## config.mk

```make
export PLATFORM = sky130hd
export DESIGN_NAME = bttn_debounce
export DESIGN_NICKNAME = d
export VERILOG_FILES = /design/src/rtl/bttn_debounce.sv
export SDC_FILE = /design/constraint.sdc
export NUM_CORES = 1
export LEC_CHECK = 0
export ABC_AREA = 0
export CAP_MARGIN = 20
export CORE_MARGIN = 10
export CORE_UTILIZATION = 55
export DETAILED_ROUTE_END_ITERATION = 7
export PLACE_DENSITY = 0.74
export SLEW_MARGIN = 20
export SYNTH_ARGS = -nofsm -noshare
export SYNTH_HDL_FRONTEND = slang
export SYNTH_SLANG_ARGS = --single-unit
```

## constraint.sdc

```tcl
create_clock -name clk -period 3.7 [get_ports clk]
set_input_delay 0.555 -clock clk [delete_from_list [all_inputs] [get_ports clk]]
set_output_delay 0.555 -clock clk [all_outputs]
set_load 0.01 [all_outputs]
```

## src/rtl/bttn_debounce.sv

```systemverilog
// Push-button conditioner: two-flop synchronizer, consecutive-sample debounce FSM,
// registered clean level plus one-cycle press/release pulses.
module bttn_debounce #(
    parameter int DEBOUNCE_CYCLES = 500000,
    parameter bit ACTIVE_LOW      = 1'b1
) (
    input  logic clk,
    input  logic rst,
    input  logic boton,
    output logic btn_level,
    output logic btn_press,
    output logic btn_release
);

    localparam int CW = $clog2(DEBOUNCE_CYCLES + 1);
    localparam logic [CW-1:0] CNT_LAST = CW'(DEBOUNCE_CYCLES - 1);
    localparam logic [CW-1:0] CNT_ONE  = CW'(1);

    typedef enum logic [1:0] {
        IDLE       = 2'd0,
        CONF_PRESS = 2'd1,
        PRESSED    = 2'd2,
        CONF_REL   = 2'd3
    } state_t;

    state_t        state_reg, state_next;
    logic [CW-1:0] cnt_reg, cnt_next;
    logic          s1_reg, s_reg;
    logic          level_reg, level_next;
    logic          press_reg, press_next;
    logic          release_reg, release_next;
    logic          p;

    // Normalize polarity so that 1 always means pressed.
    assign p = boton ^ ACTIVE_LOW;

    always_ff @(posedge clk) begin
        if (rst) begin
            s1_reg      <= 1'b0;
            s_reg       <= 1'b0;
            state_reg   <= IDLE;
            cnt_reg     <= '0;
            level_reg   <= 1'b0;
            press_reg   <= 1'b0;
            release_reg <= 1'b0;
        end else begin
            s1_reg      <= p;
            s_reg       <= s1_reg;
            state_reg   <= state_next;
            cnt_reg     <= cnt_next;
            level_reg   <= level_next;
            press_reg   <= press_next;
            release_reg <= release_next;
        end
    end

    always_comb begin
        state_next   = state_reg;
        cnt_next     = cnt_reg;
        level_next   = level_reg;
        press_next   = 1'b0;
        release_next = 1'b0;
        case (state_reg)
            IDLE: begin
                if (s_reg) begin
                    state_next = CONF_PRESS;
                    cnt_next   = CNT_ONE;
                end else begin
                    cnt_next = '0;
                end
            end
            CONF_PRESS: begin
                if (!s_reg) begin
                    state_next = IDLE;
                    cnt_next   = '0;
                end else if (cnt_reg == CNT_LAST) begin
                    state_next = PRESSED;
                    cnt_next   = '0;
                    level_next = 1'b1;
                    press_next = 1'b1;
                end else begin
                    cnt_next = cnt_reg + CNT_ONE;
                end
            end
            PRESSED: begin
                if (!s_reg) begin
                    state_next = CONF_REL;
                    cnt_next   = CNT_ONE;
                end
            end
            CONF_REL: begin
                // A single pressed sample sends us back without a pulse.
                if (s_reg) begin
                    state_next = PRESSED;
                    cnt_next   = '0;
                end else if (cnt_reg == CNT_LAST) begin
                    state_next   = IDLE;
                    cnt_next     = '0;
                    level_next   = 1'b0;
                    release_next = 1'b1;
                end else begin
                    cnt_next = cnt_reg + CNT_ONE;
                end
            end
            default: begin
                state_next = IDLE;
                cnt_next   = '0;
                level_next = 1'b0;
            end
        endcase
    end

    assign btn_level   = level_reg;
    assign btn_press   = press_reg;
    assign btn_release = release_reg;

endmodule

```

Word-level counts from Yosys, hierarchy flattened --
Cells that the tools add are included.
Word-level totals: bits of input ports 3, register bits after elaboration 26, word-level logic and storage cells 49
Operators by class: $add $sub $neg 1, reductions and logical operators 6, bitwise logic cells 4, muxes and demuxes 19, equal/unequal tests 12
Operators with widths (number):
- 2-to-1 mux 19 bit | 4
- one-hot mux 19 bit (4 select lines) | 1
- adder 19 x 1 -> 19 bit, second input constant | 1
- == test 19 bit, second input constant | 1
- 2-to-1 mux 2 bit | 6
- inequality test 2 bit, second input constant | 6
- one-hot mux 2 bit (4 select lines) | 1
- 2-to-1 mux 1 bit | 6
- inequality test 3 bit, second input constant | 2
- OR reduction 3 bit | 2
- AND reduction 5 bit | 1
- == test 2 bit, second input constant | 2
- inverter 1 bit | 4
- AND reduction 4 bit | 1
- == test 2 x 1 -> 1 bit, second input constant | 1
- logical NOT 2 bit | 1
- one-hot mux 1 bit (2 select lines) | 1
- nonzero test 2 bit | 1

Depth between registers and ports, before layout --
Gate-level depths: netlist (run 1).
depth in word-level cells 4, mapped depth 7, depth with buffers taken out 6

Worst setup path before layout (run 1) --
Ideal clock, no wire load.
path type reg2reg, start register cnt_reg[7], end register cnt_reg[13], cell stages (with the launch flop) 8, path buffers 2, required time 3.583 ns, path slack 1.844 ns, data arrival time 1.739 ns, setup time 0.117 ns, period minus slack after synthesis 1.856 ns, cells stage by stage dfxtp_1 > buf_6 > or4_4 > nor4_4 > a211oi_1 > buf_6 > a21o_1 > a22o_1
Between the ends: longest elaborated chain between the ends 4
Ends and longest elaborated chain:
- start, declared | RTL line 27 | logic [CW-1:0] cnt_reg, cnt_next;
- start signal, assigned | RTL line 50 | cnt_reg <= cnt_next;
- adder 19 x 1 -> 19 bit / == test 19 bit (equally long branches)
- 2-to-1 mux 19 bit (*) | RTL line 76, 96
- 2-to-1 mux 19 bit (on tied branches) | RTL line 93, 73
- one-hot mux 19 bit (4 select lines) (*) | RTL line 63 | case (state_reg)
Every way passes the cells marked *; elsewhere a longest branch is shown, timed or not. A chain may end at the register's enable or synchronous reset.

Worst setup path after layout (run 1) --
start register cnt_reg[7], end register cnt_reg[12]
The elaborated chain is that of the path after synthesis.

==> out/summary.txt, run 1 <==
Hold path start: s1_reg
Reg2Reg Depth: 6
Routed Antenna Nets: 0
Max reg flops: 19
CP arrival: 2.31 ns
Fillers: 208
CTS H-tree lvls: 1
Post-CTS Setup Bufs: 0
Fin nets: 160
Post-route setup TNS: 0 ns
Yosys top cell area share: 40.82%
Via-to-Cell Ratio: 5.929
Die Area: 4644 sq um
Synth top cells by count: dfxtp_1, nand2_1, a21oi_1, nand3_1, o21ai_0
Synthesized area per cell: 8.388 sq um
Leak: 0.0004664 uW
Routed via count: 1079
Relative slew slack: 56.63%
Critical Path Source Type: flip-flop
Peak supply drop: 0.2436 mV
Total Wirelength: 2430 um
Critical path type: reg -> reg
Power Dens Cells: 306.8 nW/um^2
Max FO, Critical Path: 21
Routed WL per cell: 13.35 um
Total global routing track utilization: 12.33%
Final clock skew: 0.001438 ns
Largest net degree at the start of global routing: 22
Top cells by area, synth: dfxtp_1, nand2_1, a21oi_1
Synth Warn #: 0
FF-to-FF setup slack: 1.62 ns
R2R Path Start: cnt_reg[7]
Initial core utilization: 57.64%
FMAX: 0.4800 GHz
Row count: 17
Worst hold endpoint: s_reg
DRT Pass-1 Iters: 4
Cts bufs inserted: 3
Die height: 68.15 um
EDFF count, synth: 0
Layout cell share with drive strength beyond 1: 5.195%
Core area: 2212 sq um
Hold_ws: 0.4686 ns
Crit end category: flip-flop
I/O Pins: 6
First-pass GRT wire length: 4478 um
Synth Net Count: 156
Layout area overhead: 6.379%
Most common cell in the synthesized netlist: dfxtp_1
Register bit total from synthesis: 26
Crit path time final: 2.083 ns
Post-synth top area cell: dfxtp_1
Ys async rst share: 0%
Worst-Margin Slew: 0.6456 ns
Grt ovf: 0
Hpwl dp: 1735 um
Data required time of the critical path: 3.92 ns
Max Cap Viol: 0
DRC: 0
Worst-skew pair later-pin latency: 0.32 ns
Final setup viols: 0
Hold Crit Class: reg -> reg
Mapped Area: 1275 sq um
RSZ-0062 raised after global routing: false
Status: finished clean
Top_reg_cell synth: dfxtp_1
Yosys cell types: 36
Routability cong.: 0.8213
Resized cells post-CTS: 0
CTS tree: built
Port buffer count: 5
Maximum clock insertion buffer count: 2
Die Wd: 68.15 um
Vias in the first global route: 1022
Synth Instances: 152
Final Hold Vio Count: 0
Initial drt markers: 54
Register area share after synthesis: 40.82%
Clk sinks: 26
CTS clk-pin slew, worst paths: 0.13 ns
CTS Hold Buffers Added: 0
FF-to-FF End: cnt_reg[12]
CTS root buf: clkbuf_4
Initial antenna violation count: 0
Fin crit share: 56.31%
WHS Path Cells: 1
Diodes inserted: 0
Total power: 416.2 uW
Final Slew Violations: 0
Worst setup path start: cnt_reg[7]
[cell families after synthesis]
| group | after synthesis | share of synthesized area [%] |
|---|---|---|
| xor+xnor | 4 | 2.748 |
| flops | 26 | 40.82 |
| compound gates | 35 | 17.27 |
| mux | 4 | 3.140 |
| fa+ha+maj | 1 | 0.9812 |
| buf+inv | 13 | 5.103 |
| simple gates | 69 | 29.93 |
[stage by stage]
| stage | instances | util [%] | setup slack [ns] | area, sq um |
|---|---|---|---|---|
| 6_report | 182 | 61.31 | 1.617 | 1356 |
| 3_3_place_gp | 179 | 60.29 | 1.634 | 1334 |
| 2_1_floorplan | 152 | - | 1.844 | 1275 |
| 3_5_place_dp | 179 | 60.29 | 1.572 | 1334 |
| 5_1_grt | 182 | 61.31 | 1.493 | 1356 |
| 4_1_cts | 182 | 61.31 | 1.624 | 1356 |
[critical path, stage by stage, from the launching register on]
cell	delay [ns]
dfxtp_1	0.40
or4_4	0.57
nor4_4	0.25
a211oi_2	0.11
buf_4	0.22
and3_1	0.18
a221o_1	0.25
[final cells by class]
type / count / area (sq um) / area share, %
Clock buffer: 3 / 22.52 / 1.661
Inverter: 5 / 18.77 / 1.384
Multi-Input combinational cell: 113 / 694.4 / 51.20
Sequential cell: 26 / 520.5 / 38.38
Tap cell: 28 / 35.03 / 2.583
Timing Repair Buffer: 7 / 65.06 / 4.797
[per-layer routing]
metal | wire length (um) | GRT usage [%]
met1 | 1223 | 15.98
met2 | 1119 | 19.42
met3 | 43 | 1.958
met4 | 43 | 6.030
met5 | 0 | 0
[how the worst max path moves through the flow]
| stage | slack, ns | to |
|---|---|---|
| global placement | 1.63 | cnt_reg[12] |
| finish | 1.62 | cnt_reg[12] |
| CTS | 1.62 | cnt_reg[12] |
| global route | 1.49 | cnt_reg[12] |
| floorplan | 1.84 | cnt_reg[13] |
| detailed placement | 1.57 | cnt_reg[12] |
[where the power goes]
part	switching, uW	internal [uW]	leakage [uW]	total (uW)
clock network	79.4	38.2	0.0000138	118
logic	6.09	6.83	0.000242	12.9
registers	2.88	283	0.000210	286
[placed cells by master, fill, tap and decap left out, drive strengths merged]
cell,instances
a21oi,10
nor4,2
a31oi,2
nor2b,3
dfxtp,26
nor3b,1
buf,2
a221o,1
clkdlybuf4s50,5
nand2,19
nand4,7
a22o,1
a211oi,1
nor2,7
o21ai,9
xor2,4
nand3b,1
nor3,4
and4,4
or3,1
nand3,10
nand2b,2
mux2i,4
o21a,1
and2,2
ha,1
or4,1
o22a,1
o31ai,2
and3,5
inv,5
a21o,3
clkbuf,3
o311ai,2
a22oi,2
Power figures use the tool's default switching activity.
==> inputs of run 2 (changes only) <==
- clock period: 3.7 -> 1.95 ns (I/O delays scaled with it)
==> run 2 against run 1 <==
  * Non-clock buffer count is 11 higher
  * Die area did not move
  * Global-route usage decreased by 0.24 points
  * Flip-flop and latch count is the same
  * First-iteration DRC count up 80%
  * Clock power increased by 90%
  * Utilization up 4.5 points
  * Sequential power increased by 90%
  * Critical path type unchanged
  * Largest power group unchanged
==> out/summary.txt, run 2 (synthesis results as in run 1) <==
Crit end category: flip-flop (unchanged)
Via-to-Cell Ratio: 5.933 (was 5.929)
Layout area overhead: 14.13% (was 6.379%)
Critical Path Source Type: flip-flop (unchanged)
First-pass GRT wire length: 4395 um (was 4478 um)
DRT Pass-1 Iters: 4 (unchanged)
Routed WL per cell: 13.95 um (was 13.35 um)
Most frequent CP cell: and4_1
Final clock skew: 0.002997 ns (was 0.001438 ns)
CP peak stage delay: 0.40 ns (was 0.57 ns)
DP Cell Count: 190 (was 179)
Total Wirelength: 2693 um (was 2430 um)
Port buffer count: 5 (unchanged)
Initial antenna violation count: 0 (unchanged)
Die Area: 4644 sq um (unchanged)
Grt ovf: 0 (unchanged)
Final Slew Violations: 0 (unchanged)
Met1 Track Usage GR: 15.47% (was 15.98%)
M3 GR Usage: 1.958% (unchanged)
Crit path time final: 1.871 ns (was 2.083 ns)
I/O Pins: 6 (unchanged)
Post-Route Utilization: 65.78% (was 61.31%)
Worst-Margin Slew: 0.3669 ns (was 0.6456 ns)
Vias in the first global route: 995 (was 1022)
Relative slew slack: 75.35% (was 56.63%)
Largest net degree at the start of global routing: 17 (was 22)
Worst setup margin: 0.07861 ns (was 1.617 ns)
Final Hold Vio Count: 0 (unchanged)
Die Wd: 68.15 um (unchanged)
Peak supply drop: 0.5149 mV (was 0.2436 mV)
Commonest non-fill, non-tap cells in the layout: dfxtp_1, nand2_1, buf_4 (was dfxtp_1, nand2_1, a21oi_1, nand3_1, o21ai_0)
CTS H-tree lvls: 1 (unchanged)
Row count: 17 (unchanged)
Fin crit share: 95.97% (was 56.31%)
Die height: 68.15 um (unchanged)
Core area: 2212 sq um (unchanged)
Status: finished clean (unchanged)
Fin nets: 171 (was 160)
Clk sinks: 26 (unchanged)
Crit-path leading delay family: simple AND/OR/NAND/NOR gates (unchanged)
Leak: 0.0005254 uW (was 0.0004664 uW)
Most Crowded Layer GR: met2 (unchanged)
Cts bufs inserted: 3 (unchanged)
Max Cap Viol: 0 (unchanged)
Placement Setup Slack: 0.09000 ns (was 1.572 ns)
CP Buf/Inv Count: 1 (unchanged)
Commonest non-fill, non-tap cell in the layout: dfxtp_1 (unchanged)
Worst-skew pair later-pin latency: 0.32 ns (about the same)
DRC: 0 (unchanged)
Total power: 794.5 uW (was 416.2 uW)
CTS tree: built (unchanged)
Data required time of the critical path: 2.18 ns (was 3.92 ns)
Hpwl dp: 1930 um (was 1735 um)
Routed via count: 1145 (was 1079)
Routability cong.: 0.9102 (was 0.8213)
Maximum clock insertion buffer count: 2 (unchanged)
Initial drt markers: 97 (was 54)
Initial core utilization: 57.64% (unchanged)
Critical path type: reg -> reg (unchanged)
Cell chain of the critical path: ha_1 > and4_1 > and4_1 > a211oi_2 > buf_6 > and3_4 > a221o_1 (was or4_4 > nor4_4 > a211oi_2 > buf_4 > and3_1 > a221o_1)
CTS clk-pin slew, worst paths: 0.13 ns (about the same)
Routed Antenna Nets: 0 (unchanged)
Power Dens Cells: 546.0 nW/um^2 (was 306.8 nW/um^2)
Diodes inserted: 0 (unchanged)
Post-route insts no fill: 193 (was 182)
Cell at the slowest stage of the critical path: dfxtp_1 (was or4_4)
FMAX: 0.5344 GHz (was 0.4800 GHz)
Total global routing track utilization: 12.09% (was 12.33%)
CP arrival: 2.10 ns (was 2.31 ns)
Grt met2 use: 19.19% (was 19.42%)
Max FO, Critical Path: 11 (was 21)
Hold Crit Class: in -> reg (was reg -> reg)
Final setup viols: 0 (unchanged)
CTS root buf: clkbuf_4 (unchanged)
Max reg flops: 19 (unchanged)
Layout cell share with drive strength beyond 1: 13.94% (was 5.195%)
run 2: layout make-up:
cell class,count,area (sq um)
fillers,196,757.0
flip-flops and latches,26,523.0
repair buffers,18,151.4
well taps,28,35.03
clock buffers,3,22.52
inverters,5,18.77
multi-input cells,113,704.4
run 2: worst paths after layout:
path	start	endpoint	slack, ns	depth (start not counted)
max reg2reg	cnt_reg[1]	cnt_reg[12]	0.08	7
max	cnt_reg[1]	cnt_reg[12]	0.08	7
min	boton	s1_reg	0.46	2
min reg2reg	s1_reg	s_reg	0.47	1
run 2: worst register-to-register path, cell delays in order, from the launching register on:
cell and delay (ns):
dfxtp_1 0.40, ha_1 0.18, and4_1 0.23, and4_1 0.30, a211oi_2 0.11, buf_6 0.16
and3_4 0.14, a221o_1 0.25
run 2: layer usage:
| metal | share of wire, % | routed length [um] | vias up |
|---|---|---|---|
| met4 | 1.8 | 48 | 0 |
| met1 | 50 | 1340 | 543 |
| met5 | 0 | 0 | - |
| met2 | 45 | 1215 | 17 |
| li1 | - | - | 580 |
| met3 | 3.3 | 88 | 5 |
run 2: what timing repair did:
| action | 4_1_cts | 5_1_grt |
|---|---|---|
| hold buffers | 0 | 0 |
| gates resized for setup | 0 | 5 |
| endpoints found under the hold margin | 0 | 0 |
| setup buffers | 0 | 0 |
| endpoints found under the setup margin | 0 | 2 |
run 2: through the flow:
stage	setup TNS [ns]	hold WS (ns)	instance area [sq um]
after floorplan	0	0.3592	1275
after global placement	0	0.4391	1416
after detailed placement	0	0.4560	1416
after CTS	0	0.4576	1439
after global routing	-0.01820	0.4899	1455
final	0	0.4630	1455
run 2: power by group:
group	total (uW)	internal, uW	switching (uW)
clock	224	72.6	152
combinational	28.3	15.3	13.0
sequential	542	537	5.37
total	795	624	170
==> edit 1 (settings of run 2) <==
Re-encode `state_t` (4 states) as Gray code, 2 bits wide.
--- a/src/rtl/bttn_debounce.sv
+++ b/src/rtl/bttn_debounce.sv
@@ -18,8 +18,8 @@
 
     typedef enum logic [1:0] {
-        IDLE       = 2'd0,
-        CONF_PRESS = 2'd1,
-        PRESSED    = 2'd2,
-        CONF_REL   = 2'd3
+        IDLE       = 2'b00,
+        CONF_PRESS = 2'b01,
+        PRESSED    = 2'b11,
+        CONF_REL   = 2'b10
     } state_t;
 
Behaviour: same outputs for any inputs over 10 cycles, from zero or initial values and one cycle with rst high; not proved beyond that.
==> edit 1 against run 2 <==
The run now ends with setup timing left; synthesized area is 22% higher; count of clock-buffer cells in the layout stayed put; largest cell class unchanged; sequential cell count stayed put; worst setup slack worse by 0.20 ns; critical endpoint is now cnt_reg[0]; routed wire length is 55% higher; global-route usage is 4.1 points higher; design area is 40% higher; critical path type unchanged; fmax is 9.9% lower; sequential share of layout area is 9.9 points lower; clock skew is 0.0089 ns higher; die area is 15% higher.
Power is not compared: it rests on default switching activity, and its combinational part moved more than twofold at a synthesized area within 25%.
==> edit 1: results (changes against run 2) <==
\begin{tabular}{lr}
\hline
Metric & Value \\
\hline
\multicolumn{2}{l}{\textbf{Synthesis}} \\
Post-synthesis share of cell area spent on full adders, half adders and majority gates & 4.032\% (was 0.9814\%) \\
Share of the synthesized netlist area taken by xor and xnor gates & 1.129\% (was 2.748\%) \\
Nets in the synthesized netlist & 200 (was 156) \\
Post-synthesis mux area share & 0.6452\% (was 3.140\%) \\
Post-synthesis compound-gate area fraction & 15.56\% (was 17.27\%) \\
\multicolumn{2}{l}{\textbf{Placement}} \\
Final weighted congestion in routability-driven placement & 0.8577 (was 0.9102) \\
Post-DP Area & 1877 sq um (was 1416 sq um) \\
\multicolumn{2}{l}{\textbf{Timing}} \\
Sum of negative setup slack & -0.5065 ns (was 0 ns) \\
Final setup viols & 5 (was 0) \\
Slew at the pin closest to its max-slew limit & 0.6072 ns (was 0.3669 ns) \\
Smallest setup slack after layout & -0.1264 ns (was 0.07861 ns) \\
\multicolumn{2}{l}{\textbf{Critical path}} \\
Largest fanout on the critical path & 4 (was 11) \\
Arrival time worst endpoint & 2.29 ns (was 2.10 ns) \\
Crit-path max cell delay & 0.56 ns (was 0.40 ns) \\
\multicolumn{2}{l}{\textbf{Worst hold path}} \\
Classification of the worst-slack hold path & reg -> reg (was in -> reg) \\
Number of instances on the worst hold path & 1 (was 2) \\
\multicolumn{2}{l}{\textbf{Route}} \\
Total met3 wirelength after detailed routing & 236 um (was 88 um) \\
Detailed Route Iter0 Violations & 170 (was 97) \\
Routed WL & 4183 um (was 2693 um) \\
\multicolumn{2}{l}{\textbf{CTS}} \\
Number of setup buffers added after CTS & 5 (was 0) \\
\multicolumn{2}{l}{\textbf{GRT}} \\
Wire length of the first global-routing pass & 7093 um (was 4395 um) \\
Global-route track usage on met1 & 20.97\% (was 15.47\%) \\
Maximum number of pins on one net before global-route repair & 29 (was 17) \\
\multicolumn{2}{l}{\textbf{Run status}} \\
Status & finished with violations (was finished clean) \\
Violated checks & setup timing \\
\multicolumn{2}{l}{\textbf{Cells and area}} \\
Post-layout nets & 234 (was 171) \\
Number of non-filler instances in the completed layout & 255 (was 193) \\
\hline
\end{tabular}
==> edit 1: changes by cell type in the layout (fill, tap and decap cells not counted), sizes merged, moves of 5 or more <==
cell / change
buf: +25
nand3: +13
a31oi: +12
or4b: +7
nor3: +6
o21ai: -5
==> edit 1: cell type report <==
class | instances | area, sq um
Timing Repair Buffer | 43 | 342.8
Fill cell | 200 | 694.4
Sequential cell | 26 | 531.8
Clock buffer | 3 | 22.52
Tap cell | 31 | 38.79
Multi-Input combinational cell | 149 | 1087
Inverter | 3 | 16.27
==> edit 1: worst paths after layout <==
check / from / end / slack, ns
setup / recovery: cnt_reg[9] / cnt_reg[0] / -0.13
hold / removal: s1_reg / s_reg / 0.46
setup reg to reg: cnt_reg[9] / cnt_reg[0] / -0.13
hold reg to reg: s1_reg / s_reg / 0.46
==> edit 1: kinds of logic after synthesis <==
logic type      after synthesis
simple gates                106
compound gates               35
flops                        26
buf+inv                      17
fa+ha+maj                     5
xor+xnor                      2
mux                           1
==> edit 2 (flow settings as in run 2) <==
Without the edit above. The parameter `DEBOUNCE_CYCLES` goes from 500000 to 125000.
--- a/src/rtl/bttn_debounce.sv
+++ b/src/rtl/bttn_debounce.sv
@@ -2,5 +2,5 @@
 // registered clean level plus one-cycle press/release pulses.
 module bttn_debounce #(
-    parameter int DEBOUNCE_CYCLES = 500000,
+    parameter int DEBOUNCE_CYCLES = 125000,
     parameter bit ACTIVE_LOW      = 1'b1
 ) (
Formal check against the unedited RTL: no difference found for any inputs over 10 cycles, from zero or initial values and one cycle with rst high; that may be too few to reach the edited logic, so the function may still have changed.
==> edit 2 against run 2 <==
Fmax up 6.2%; routed wire length up 11%; worst setup slack better by 0.11 ns; power up 15%; design area down 0.17%; synthesized area up 2.0%; utilization down 0.74 points; sequential cell count down 2; via count up 5.7%; critical endpoint is now cnt_reg[7]; largest cell class unchanged; largest power group unchanged.
==> edit 2: results (changes against run 2) <==
\begin{tabular}{lr}
\hline
Metric & Value \\
\hline
\multicolumn{2}{l}{\textbf{Critical path}} \\
Register-to-register setup slack & 0.19 ns (was 0.08 ns) \\
Arrival time worst endpoint & 1.99 ns (was 2.10 ns) \\
Largest fanout on the critical path & 9 (was 11) \\
Launching instance or port of the critical path & cnt\_reg[1] (unchanged) \\
Endpoint of the most critical register-to-register path & cnt\_reg[7] (was cnt\_reg[12]) \\
\multicolumn{2}{l}{\textbf{Power}} \\
Leakage & 0.4462 nW (was 0.5254 nW) \\
Worst voltage drop across the vdd grid & 0.0004155 V (was 0.0005149 V) \\
\multicolumn{2}{l}{\textbf{Cells and area}} \\
Post-layout nets & 159 (was 171) \\
Share of post-route cells with drive strength above 1 & 15.58\% (was 13.94\%) \\
Flip-flop count of the largest register after layout & 17 (was 19) \\
\multicolumn{2}{l}{\textbf{Run status}} \\
Status & finished clean (unchanged) \\
\multicolumn{2}{l}{\textbf{Synthesis}} \\
Share of the yosys chip area belonging to registers & 36.96\% (was 40.82\%) \\
Most instantiated cells after synthesis & 24 x sky130\_fd\_sc\_hd\_\_dfxtp\_1, 11 x sky130\_fd\_sc\_hd\_\_nand2\_1 (was 26 x sky130\_fd\_sc\_hd\_\_dfxtp\_1, 19 x sky130\_fd\_sc\_hd\_\_nand2\_1, 10 x sky130\_fd\_sc\_hd\_\_a21oi\_1, 10 x sky130\_fd\_sc\_hd\_\_nand3\_1, 9 x sky130\_fd\_sc\_hd\_\_o21ai\_0) \\
Main area contributors after synthesis & sky130\_fd\_sc\_hd\_\_dfxtp\_1 37\%, sky130\_fd\_sc\_hd\_\_a31oi\_1 4.3\%, sky130\_fd\_sc\_hd\_\_a21oi\_1 3.5\% (was sky130\_fd\_sc\_hd\_\_dfxtp\_1 41\%, sky130\_fd\_sc\_hd\_\_nand2\_1 5.6\%, sky130\_fd\_sc\_hd\_\_a21oi\_1 3.9\%) \\
Share of the synthesized netlist area taken by xor and xnor gates & 1.347\% (was 2.748\%) \\
Post-synth cell types & 48 (was 36) \\
Nets in the synthesized netlist & 151 (was 156) \\
Post-synthesis share of cell area spent on full adders, half adders and majority gates & 0.9625\% (was 0.9814\%) \\
\multicolumn{2}{l}{\textbf{Route}} \\
Detailed Route Iter0 Violations & 131 (was 97) \\
Routed WL & 2985 um (was 2693 um) \\
Vias after detailed routing & 1210 (was 1145) \\
\multicolumn{2}{l}{\textbf{GRT}} \\
Number of global-route vias before repair & 1120 (was 995) \\
Wire length of the first global-routing pass & 5078 um (was 4395 um) \\
Maximum number of pins on one net before global-route repair & 15 (was 17) \\
Overall track demand over capacity in global routing & 13.68\% (was 12.09\%) \\
\multicolumn{2}{l}{\textbf{Timing}} \\
Slew at the pin closest to its max-slew limit & 0.5939 ns (was 0.3669 ns) \\
Worst hold-check slack & 0.4521 ns (was 0.4630 ns) \\
\multicolumn{2}{l}{\textbf{Placement}} \\
Final weighted congestion in routability-driven placement & 0.9286 (was 0.9102) \\
\multicolumn{2}{l}{\textbf{CTS}} \\
Clock transition at path regs & 0.15 ns (was 0.13 ns) \\
\hline
\end{tabular}
## edit 2: how the worst min path moves through the flow
stage / cells after the start / endpoint
after floorplan: 1 / s1_reg
after global placement: 1 / s_reg
after detailed placement: 1 / s_reg
after CTS: 1 / s_reg
after global routing: 1 / s_reg
final: 2 / s1_reg
## edit 2: metrics by stage
stage          worst slack (ns)  cells  cell area, sq um
4_1_cts                 0.09760    182              1431
2_1_floorplan            0.2955    147              1300
5_1_grt                 0.02744    182              1453
6_report                 0.1876    182              1453
3_3_place_gp             0.1953    178              1379
3_5_place_dp             0.1187    178              1379
## edit 2: final cells by class
type                    instances  area [sq um]
multi-input cells             106         755.7
inverters                       9         33.78
flip-flops and latches         24         480.5
fillers                       196         780.7
clock inverters                 1         30.03
well taps                      28         35.03
clock buffers                   3         22.52
repair buffers                 11         95.09
## edit 2: cell families (layout without fill, tap and decap cells)
family	after synthesis	count (layout)
DFF	24	24
xor gates and xnor gates	2	2
AOI/OAI and AO/OA	38	38
adders and majority gates	1	1
buffers and inverters	17	24
and+or+nand+nor	64	64
muxes	1	1
## edit 2: worst register-to-register path, stage by stage, from the launching register on
cell,delay (ns)
sky130_fd_sc_hd__dfxtp_1,0.39
sky130_fd_sc_hd__ha_2,0.24
sky130_fd_sc_hd__nor4bb_4,0.31
sky130_fd_sc_hd__nand4_1,0.14
sky130_fd_sc_hd__buf_4,0.20
sky130_fd_sc_hd__a31o_1,0.17
sky130_fd_sc_hd__a22o_1,0.22
## edit 2: where the power goes
group          internal (W)   total, W  switching, W
clock network      0.000208   0.000370      0.000162
logic             0.0000200  0.0000369     0.0000169
registers          0.000497   0.000503    0.00000632
total              0.000725   0.000911      0.000186
## edit 2: layer usage
layer	track usage (%)	wire length, um	up-vias
li1	-	-	579
met1	17.52	1308	574
met2	21.43	1458	50
met3	2.093	155	7
met4	7.538	63	0
met5	0	0	-
